### config.mk
export PLATFORM = sky130hd
export DESIGN_NAME = axi_ocp_wr_bridge
export DESIGN_NICKNAME = d
export VERILOG_FILES = /design/src/rtl/axi_ocp_wr_bridge.sv
export SDC_FILE = /design/constraint.sdc
export NUM_CORES = 1
export LEC_CHECK = 0
export BUFFER_PORTS_ARGS = -buffer_cell sky130_fd_sc_hd__buf_4
export CORE_MARGIN = 4
export CORE_UTILIZATION = 41
export CTS_CLUSTER_DIAMETER = 30
export DETAILED_ROUTE_END_ITERATION = 16
export GPL_ROUTABILITY_DRIVEN = 0
export PLACE_DENSITY = 0.8
export RECOVER_POWER = 50
export SLEW_MARGIN = 10
export SYNTH_ARGS = -nofsm -noshare
export SYNTH_HDL_FRONTEND = slang
export SYNTH_SLANG_ARGS = --single-unit
### constraint.sdc
create_clock -name clk -period 2 [get_ports clk]
set_input_delay 0.1 -clock clk [delete_from_list [all_inputs] [get_ports clk]]
set_output_delay 0.1 -clock clk [all_outputs]
set_load 0.1 [all_outputs]
### src/rtl/axi_ocp_wr_bridge.sv
// AXI3 write channel (AW/W/B) to OCP write bridge: one OCP command per AW, beats streamed, responses returned on B.
// Optional build macro AXI_OCP_WLAST_CHECK_EN enables the sticky wlast mismatch flag (wlast_err).
module axi_ocp_wr_bridge #(
  parameter int unsigned ID_W      = 4,
  parameter int unsigned ADDR_W    = 32,
  parameter int unsigned DATA_W    = 32,
  parameter int unsigned LEN_W     = 4,
  parameter int unsigned MAX_OUTST = 4
) (
  input  logic              clk,
  input  logic              rst,
  input  logic [ID_W-1:0]   awid,
  input  logic [ADDR_W-1:0] awaddr,
  input  logic [LEN_W-1:0]  awlen,
  input  logic              awvalid,
  output logic              awready,
  input  logic [DATA_W-1:0] wdata,
  input  logic              wlast,
  input  logic              wvalid,
  output logic              wready,
  output logic [ID_W-1:0]   bid,
  output logic [1:0]        bresp,
  output logic              bvalid,
  input  logic              bready,
  output logic [2:0]        MCmd,
  output logic [ADDR_W-1:0] MAddr,
  output logic [ID_W-1:0]   MTagID,
  output logic [LEN_W:0]    MBurstLength,
  input  logic              SCmdAccept,
  output logic [DATA_W-1:0] MData,
  output logic              MDataValid,
  output logic              MDataLast,
  input  logic              SDataAccept,
  input  logic [1:0]        SResp,
  input  logic [ID_W-1:0]   STagID,
  output logic              MRespAccept,
  output logic              wlast_err
);

  localparam int unsigned OUT_W = $clog2(MAX_OUTST + 1);
  localparam int unsigned BL_W  = LEN_W + 1;

  localparam logic [2:0] MCMD_IDLE  = 3'b000;
  localparam logic [2:0] MCMD_WR    = 3'b001;
  localparam logic [1:0] SRESP_NULL = 2'b00;
  localparam logic [1:0] SRESP_DVA  = 2'b01;
  localparam logic [1:0] BRESP_OKAY = 2'b00;
  localparam logic [1:0] BRESP_SLV  = 2'b10;

  typedef enum logic [1:0] {
    S_IDLE = 2'd0,
    S_CMD  = 2'd1,
    S_DATA = 2'd2
  } state_t;

  typedef struct packed {
    logic [ID_W-1:0]   id;
    logic [ADDR_W-1:0] addr;
    logic [LEN_W-1:0]  len;
  } aw_t;

  state_t            state, state_nxt;
  aw_t               aw_q;
  logic [LEN_W-1:0]  beat_cnt;
  logic [OUT_W-1:0]  outst;
  logic              aw_hs, cmd_acc, w_hs, b_hs, r_acc, beat_last;

  assign beat_last = (beat_cnt == aw_q.len);
  assign aw_hs     = awvalid && awready;
  assign cmd_acc   = (state == S_CMD) && SCmdAccept;
  assign w_hs      = (state == S_DATA) && wvalid && SDataAccept;
  assign b_hs      = bvalid && bready;
  assign r_acc     = MRespAccept && (SResp != SRESP_NULL);

  assign MAddr  = aw_q.addr;
  assign MTagID = aw_q.id;

  // Response side may only take a new OCP response when the B slot is free or draining.
  assign MRespAccept = !rst && (!bvalid || bready);

  always_ff @(posedge clk) begin
    if (rst) state <= S_IDLE;
    else     state <= state_nxt;
  end

  // Next state plus the combinational command/data pass-through outputs.
  always_comb begin
    state_nxt  = state;
    awready    = 1'b0;
    wready     = 1'b0;
    MCmd       = MCMD_IDLE;
    MDataValid = 1'b0;
    MDataLast  = 1'b0;
    MData      = '0;
    case (state)
      S_IDLE: begin
        awready = !rst && (outst < OUT_W'(MAX_OUTST));
        if (awvalid && awready) state_nxt = S_CMD;
      end
      S_CMD: begin
        MCmd = MCMD_WR;
        if (SCmdAccept) state_nxt = S_DATA;
      end
      S_DATA: begin
        MDataValid = wvalid;
        MData      = wdata;
        wready     = SDataAccept;
        MDataLast  = beat_last;
        if (wvalid && SDataAccept && beat_last) state_nxt = S_IDLE;
      end
      default: state_nxt = S_IDLE;
    endcase
  end

  // Captured AW fields; held until the next AW handshake.
  always_ff @(posedge clk) begin
    if (rst) begin
      aw_q         <= '0;
      MBurstLength <= '0;
    end else if (aw_hs) begin
      aw_q.id      <= awid;
      aw_q.addr    <= awaddr;
      aw_q.len     <= awlen;
      MBurstLength <= BL_W'(awlen) + BL_W'(1);
    end
  end

  always_ff @(posedge clk) begin
    if (rst)          beat_cnt <= '0;
    else if (cmd_acc) beat_cnt <= '0;
    else if (w_hs)    beat_cnt <= beat_cnt + LEN_W'(1);
  end

  // Outstanding count; a B for an untracked response must not wrap the counter.
  always_ff @(posedge clk) begin
    if (rst) begin
      outst <= '0;
    end else begin
      case ({cmd_acc, b_hs && (outst != '0)})
        2'b10:   outst <= outst + OUT_W'(1);
        2'b01:   outst <= outst - OUT_W'(1);
        default: outst <= outst;
      endcase
    end
  end

  always_ff @(posedge clk) begin
    if (rst) begin
      bvalid <= 1'b0;
      bid    <= '0;
      bresp  <= BRESP_OKAY;
    end else if (r_acc) begin
      bvalid <= 1'b1;
      bid    <= STagID;
      bresp  <= (SResp == SRESP_DVA) ? BRESP_OKAY : BRESP_SLV;
    end else if (b_hs) begin
      bvalid <= 1'b0;
    end
  end

`ifdef AXI_OCP_WLAST_CHECK_EN
  always_ff @(posedge clk) begin
    if (rst)                             wlast_err <= 1'b0;
    else if (w_hs && (wlast != beat_last)) wlast_err <= 1'b1;
  end
`else
  logic unused_wlast;
  assign unused_wlast = wlast;
  assign wlast_err    = 1'b0;
`endif

endmodule

==> metrics.txt, run 1 <==
pwr/cell area=816 nW/µm²; die height=between 90 and 100 µm; period utilisation layout=95.8%; register area=1200 µm²; synthesized cell area=3060 µm²; Seq cells post-synth=60; total track usage=about a fifth; maximum buffer depth of the clock tree=2; final wirelength=between 8000 and 9000 µm; FP Rows=31; CP Capture Type=output port; DP Area=4040 µm²; Yosys top cell by area=dfxtp_1; Worst slew margin=19.5%; Fillers=725; Unique masters post-synth=42; Slew Viols, Final=0; final setup violation count=0; TritonCTS buffer count=9; core area=7250 µm²; Die Footprint=8900 µm²; DR vias=2955; Routed Antenna Nets=0; RSZ-0062 raised after global routing=false; critical path type=flop to output port; CP Launch Type=flop; vias per cell=about 4.9; fraction of layout cells with a size suffix above 1=30.5%; crit-path cells=or4_1, buf_12, clkinv_16, buf_12; synth warn=0; Worst-Margin Slew=about 1.2 ns; Synth top area share=about two fifths; WL per Instance=14.6 µm; CTS tree=done; Most Frequent Cell on Critical Path=buf_12; clk_lat worst skew=0.33 ns; sequential-to-total area share from yosys stat=39.3%; Multi-input gate area=1360 µm²; gr ovfl total=0; initial antenna violation count=0; Hold WC Path Type=input port to flop; crit path DAT=between 1.5 and 2 ns; maxcap violations=0; Critical Path RT=1.90 ns; Ant. Diodes=0; status=complete, no violations; H-tree depth=3; clk_skew=0.00785 ns; Worst VDD drop=between 0.3 and 0.4 mV; EDFF count, synth=0; I/O pin count=175; Leak Pwr=1.75 nW; Clock Tree Root=clkbuf_8; most frequent cell after synthesis=dfxtp_1; Max Freq=0.522 GHz; Area contributors post-synth=dfxtp_1, buf_4, a21oi_1, nand3_1, and2_1; Top FF cell, synth=dfxtp_1; Final min period=1.92 ns; CP Max Fanout=45; Syn Area/Cell=8.30 µm²; initial core utilization=42.1%; CTS clk-pin slew, worst paths=0.07 ns; pin count of the biggest net entering global routing=60; Die W=94.3 µm; Area Overhead vs Synth=35.4%; number of DRC markers in iteration 0=between 100 and 150; Critical-path top delay cell=or4_1; Fin. Hold Viols=0; clk sinks=60; First-pass DRT Iterations=5; setup_tns=0 ns; Synth top cells by count=dfxtp_1, a21oi_1, nand3_1; Post-synth ARST share=0%; number of port buffers=169; DP HPWL=around 6300 µm; number of global-route vias before repair=2703; Final Net Count=583; first-pass GRT wire length=about 13000 µm; Synth Instances=368; Remaining DRCs=0; Finished Cell Area=4140 µm²; crit-path max cell delay=between 0.5 and 0.6 ns
flip-flops by register name, summed over array words and instances (netlist names):
signal / flops
MAddr: 32
outst: 3
MTagID: 4
bresp: 1
beat_cnt: 4
bid: 4
bvalid: 1
MBurstLength: 5
state: 2
aw_q: 4
cell type report:
class                           instances  share of cell area, %
Tap cell                               99                   2.99
Clock buffer                           11                   3.66
Sequential cell                        60                   29.1
Timing Repair Buffer                  178                   28.7
Clock inverter                          5                   1.42
Inverter                                7                   1.27
Multi-Input combinational cell        237                   32.8
what timing repair did:
item,4_1_cts,5_1_grt
hold endpoints to repair,3,1
setup endpoints to repair,1,1
resized for setup,3,2
setup buffers,0,0
hold buffers,3,1
per-stage QoR:
step                total power [mW]  utilization [%]  hold WS (ns)  setup WS, ns  std cells
finish                          3.37             57.0        0.0238        0.0840        597
global route                    3.53             57.0       0.00752        0.0112        597
CTS                             3.46             59.2      0.000184        0.0140        596
detailed placement              2.32             55.8         0.345         0.177        577
global placement                2.31             55.8         0.334         0.220        577
floorplan                       2.11                -         0.226        0.0210        371
cells in the final DEF (no fill, tap or decap), drive strengths merged, types with 2 or more instances in the layout:
cell,netlist,final
clkbuf,16,63
nor2,9,9
conb,1,4
xor2,4,4
a211oi,2,2
clkinvlp,0,2
and2,34,34
o21ai,45,45
nand4,5,5
o31ai,4,4
or3,3,3
dfxtp,60,60
nor2b,3,3
ha,3,3
inv,6,6
nand3,46,46
xnor2,5,5
buf,51,122
clkinv,1,3
o21a,2,2
dlygate4sd3,0,4
nand2b,2,2
a21oi,54,54
cells by family (layout without fill, tap and decap cells):
group / count (synthesis) / after routing / share of synthesized area [%]
buf+inv: 74 / 201 / 16.8
xor+xnor: 9 / 9 / 2.58
compound gates: 110 / 110 / 19.2
fa+ha+maj: 4 / 4 / 1.88
other cells: 1 / 4 / 0.123
mux: 1 / 1 / 0.328
flops: 60 / 60 / 39.3
simple gates: 109 / 109 / 19.8
final timing paths:
kind / startpoint / end / slack, ns / cells after the start
worst min register to register: MAddr[1]$_SDFFE_PP0P_ / MAddr[1]$_SDFFE_PP0P_ / 0.48 / 2
worst max register to register: state[1]$_SDFFE_PP0P_ / outst[2]$_SDFFE_PP0P_ / 0.16 / 7
worst min-delay path: awaddr[21] / MAddr[21]$_SDFFE_PP0P_ / 0.02 / 3
worst max-delay path: state[0]$_SDFFE_PP0P_ / awready / 0.08 / 4
critical path, delay by kind of cell, from the launching register on:
kind	cells	cell delay, ns
simple gates	1	0.58
flops	1	0.34
buf+inv	3	0.53
power breakdown:
part / internal (mW) / switching, mW / total [mW]
Sequential: 1.25 / 0.0313 / 1.28
Combinational: 0.233 / 0.742 / 0.975
Clock: 0.645 / 0.471 / 1.12
Total: 2.13 / 1.24 / 3.37
per-layer routing:
| layer | vias to the layer above | track usage [%] | share of wire, % | wire, µm |
|---|---|---|---|---|
| li1 | 1480 | - | - | - |
| met1 | 1371 | 24.4 | 42 | 3660 |
| met4 | 0 | 5.42 | 1.2 | 104 |
| met5 | - | 0 | 0 | 0 |
| met3 | 7 | 6.09 | 6.9 | 604 |
| met2 | 97 | 30.8 | 50 | 4340 |
(Power assumes the default switching activity.)
==> inputs of run 2 (changes only) <==
==> constraint.sdc (replaced) <==
create_clock -name clk -period 2.2 [get_ports clk]
set_input_delay 0.11 -clock clk [delete_from_list [all_inputs] [get_ports clk]]
set_output_delay 0.11 -clock clk [all_outputs]
set_load 0.1 [all_outputs]
==> run 2 against run 1 <==
Net effect: setup slack better by 0.071 ns; sequential cell count stayed put; cell count is 0.84% lower; largest cell class unchanged; first-iteration DRC count is 5.8% lower.
==> metrics.txt, run 2 (synthesized netlist as in run 1, its figures left out) <==
status=complete, no violations; Final min period=2.04 ns; Finished Layout Cells=592; CTS clk-pin slew, worst paths=0.07 ns; Clock Tree Root=clkbuf_8; initial antenna violation count=0; DR vias=between 2000 and 3000; Area Overhead vs Synth=31.8%; Fillers=763; vias per cell=~5; I/O pin count=175; dpl cells=roughly 580; initial core utilization=a little over two fifths; period utilisation layout=93.0%; CTS Hold Buffers Added=0; first-pass GRT wire length=around 13000 µm; core area=7250 µm²; CP Launch Type=flop; commonest non-fill, non-tap cell in the layout=buf_4; Hold WC Path Type=input port to flop; Worst-Margin Slew=1.21 ns; RSZ-0062 raised after global routing=false; Worst VDD drop=0.344 mV; final setup violation count=0; fraction of layout cells with a size suffix above 1=between 20% and 30%; setup_tns=0 ns; Remaining DRCs=0; CTS tree=done; Setup Fix Bufs, Post-CTS=0; Die Footprint=8900 µm²; CP Capture Type=output port; CP Max Fanout=45; Slew Viols, Final=0; maxcap violations=0; final wirelength=between 8000 and 9000 µm; die height=94.3 µm; Fin. Hold Viols=0; maximum buffer depth of the clock tree=2; setup slack, reg-to-reg=0.20 ns; H-tree depth=3; pwr/cell area=~750 nW/µm²; Post-CTS Resized=0; FP Rows=31; total track usage=18.5%; Critical Path RT=2.09 ns; gr ovfl total=0; Routed Antenna Nets=0; number of port buffers=169; Leak Pwr=1.69 nW; TritonCTS buffer count=9; DP HPWL=6260 µm; clk sinks=60; worst hold slack=0.0263 ns; pin count of the biggest net entering global routing=60; Die W=~94 µm; number of flip-flops in the largest register=32; Ant. Diodes=0; Worst slew margin=between 10% and 20%; Max Freq=0.489 GHz; overall power=3.01 mW; crit path DAT=1.93 ns; most frequent cells in the layout=buf_4, dfxtp_1, a21oi_1; clk_skew=0.00474 ns; First-pass DRT Iterations=4; Final Net Count=579; clk_lat worst skew=~0.32 ns; critical path type=flop to output port; number of DRC markers in iteration 0=approximately 130; WL per Instance=14.8 µm; number of global-route vias before repair=2721
## run 2: layout make-up
| class | count | area [µm²] | area share, % |
|---|---|---|---|
| repair buffers | 174 | 1120 | 27.7 |
| clock buffers | 11 | 141 | 3.51 |
| clock inverters | 4 | 50.0 | 1.24 |
| well taps | 99 | 124 | 3.08 |
| inverters | 7 | 38.8 | 0.963 |
| flip-flops and latches | 60 | 1200 | 29.8 |
| multi-input cells | 237 | 1360 | 33.7 |
## run 2: where the power goes
group | internal (mW) | switching (mW)
Combinational | 0.198 | 0.671
Clock | 0.546 | 0.425
Sequential | 1.14 | 0.0291
## run 2: final timing paths
path                                from                      to  depth (start not counted)
hold reg to reg   MAddr[21]$_SDFFE_PP0P_  MAddr[21]$_SDFFE_PP0P_                          2
setup reg to reg   state[1]$_SDFFE_PP0P_   outst[2]$_SDFFE_PP0P_                          7
setup / recovery   state[0]$_SDFFE_PP0P_                 awready                          4
hold / removal                  SResp[1]   bresp[1]$_SDFFE_PP0P_                          2
## run 2: layer usage
layer,track usage [%],share of wire (%),vias up
met3,4.25,6.4,8
met2,31.0,49,86
met1,23.2,44,1368
met4,6.62,0.77,0
met5,0,0,-
li1,-,-,1470
## run 2: worst max-delay path, cell delays in order, from the launching register on
cell     delay, ns
dfxtp_1       0.34
or4_1         0.58
buf_4         0.20
inv_12        0.15
buf_4         0.33
## run 2: stage by stage
stage | area [µm²] | setup WS (ns) | util, %
after global routing | 4030 | 0.0780 | 55.5
after floorplan | 3070 | 0.0639 | -
after detailed placement | 4030 | 0.275 | 55.5
after global placement | 4030 | 0.353 | 55.5
final | 4030 | 0.155 | 55.5
after CTS | 4220 | 0.121 | 58.2
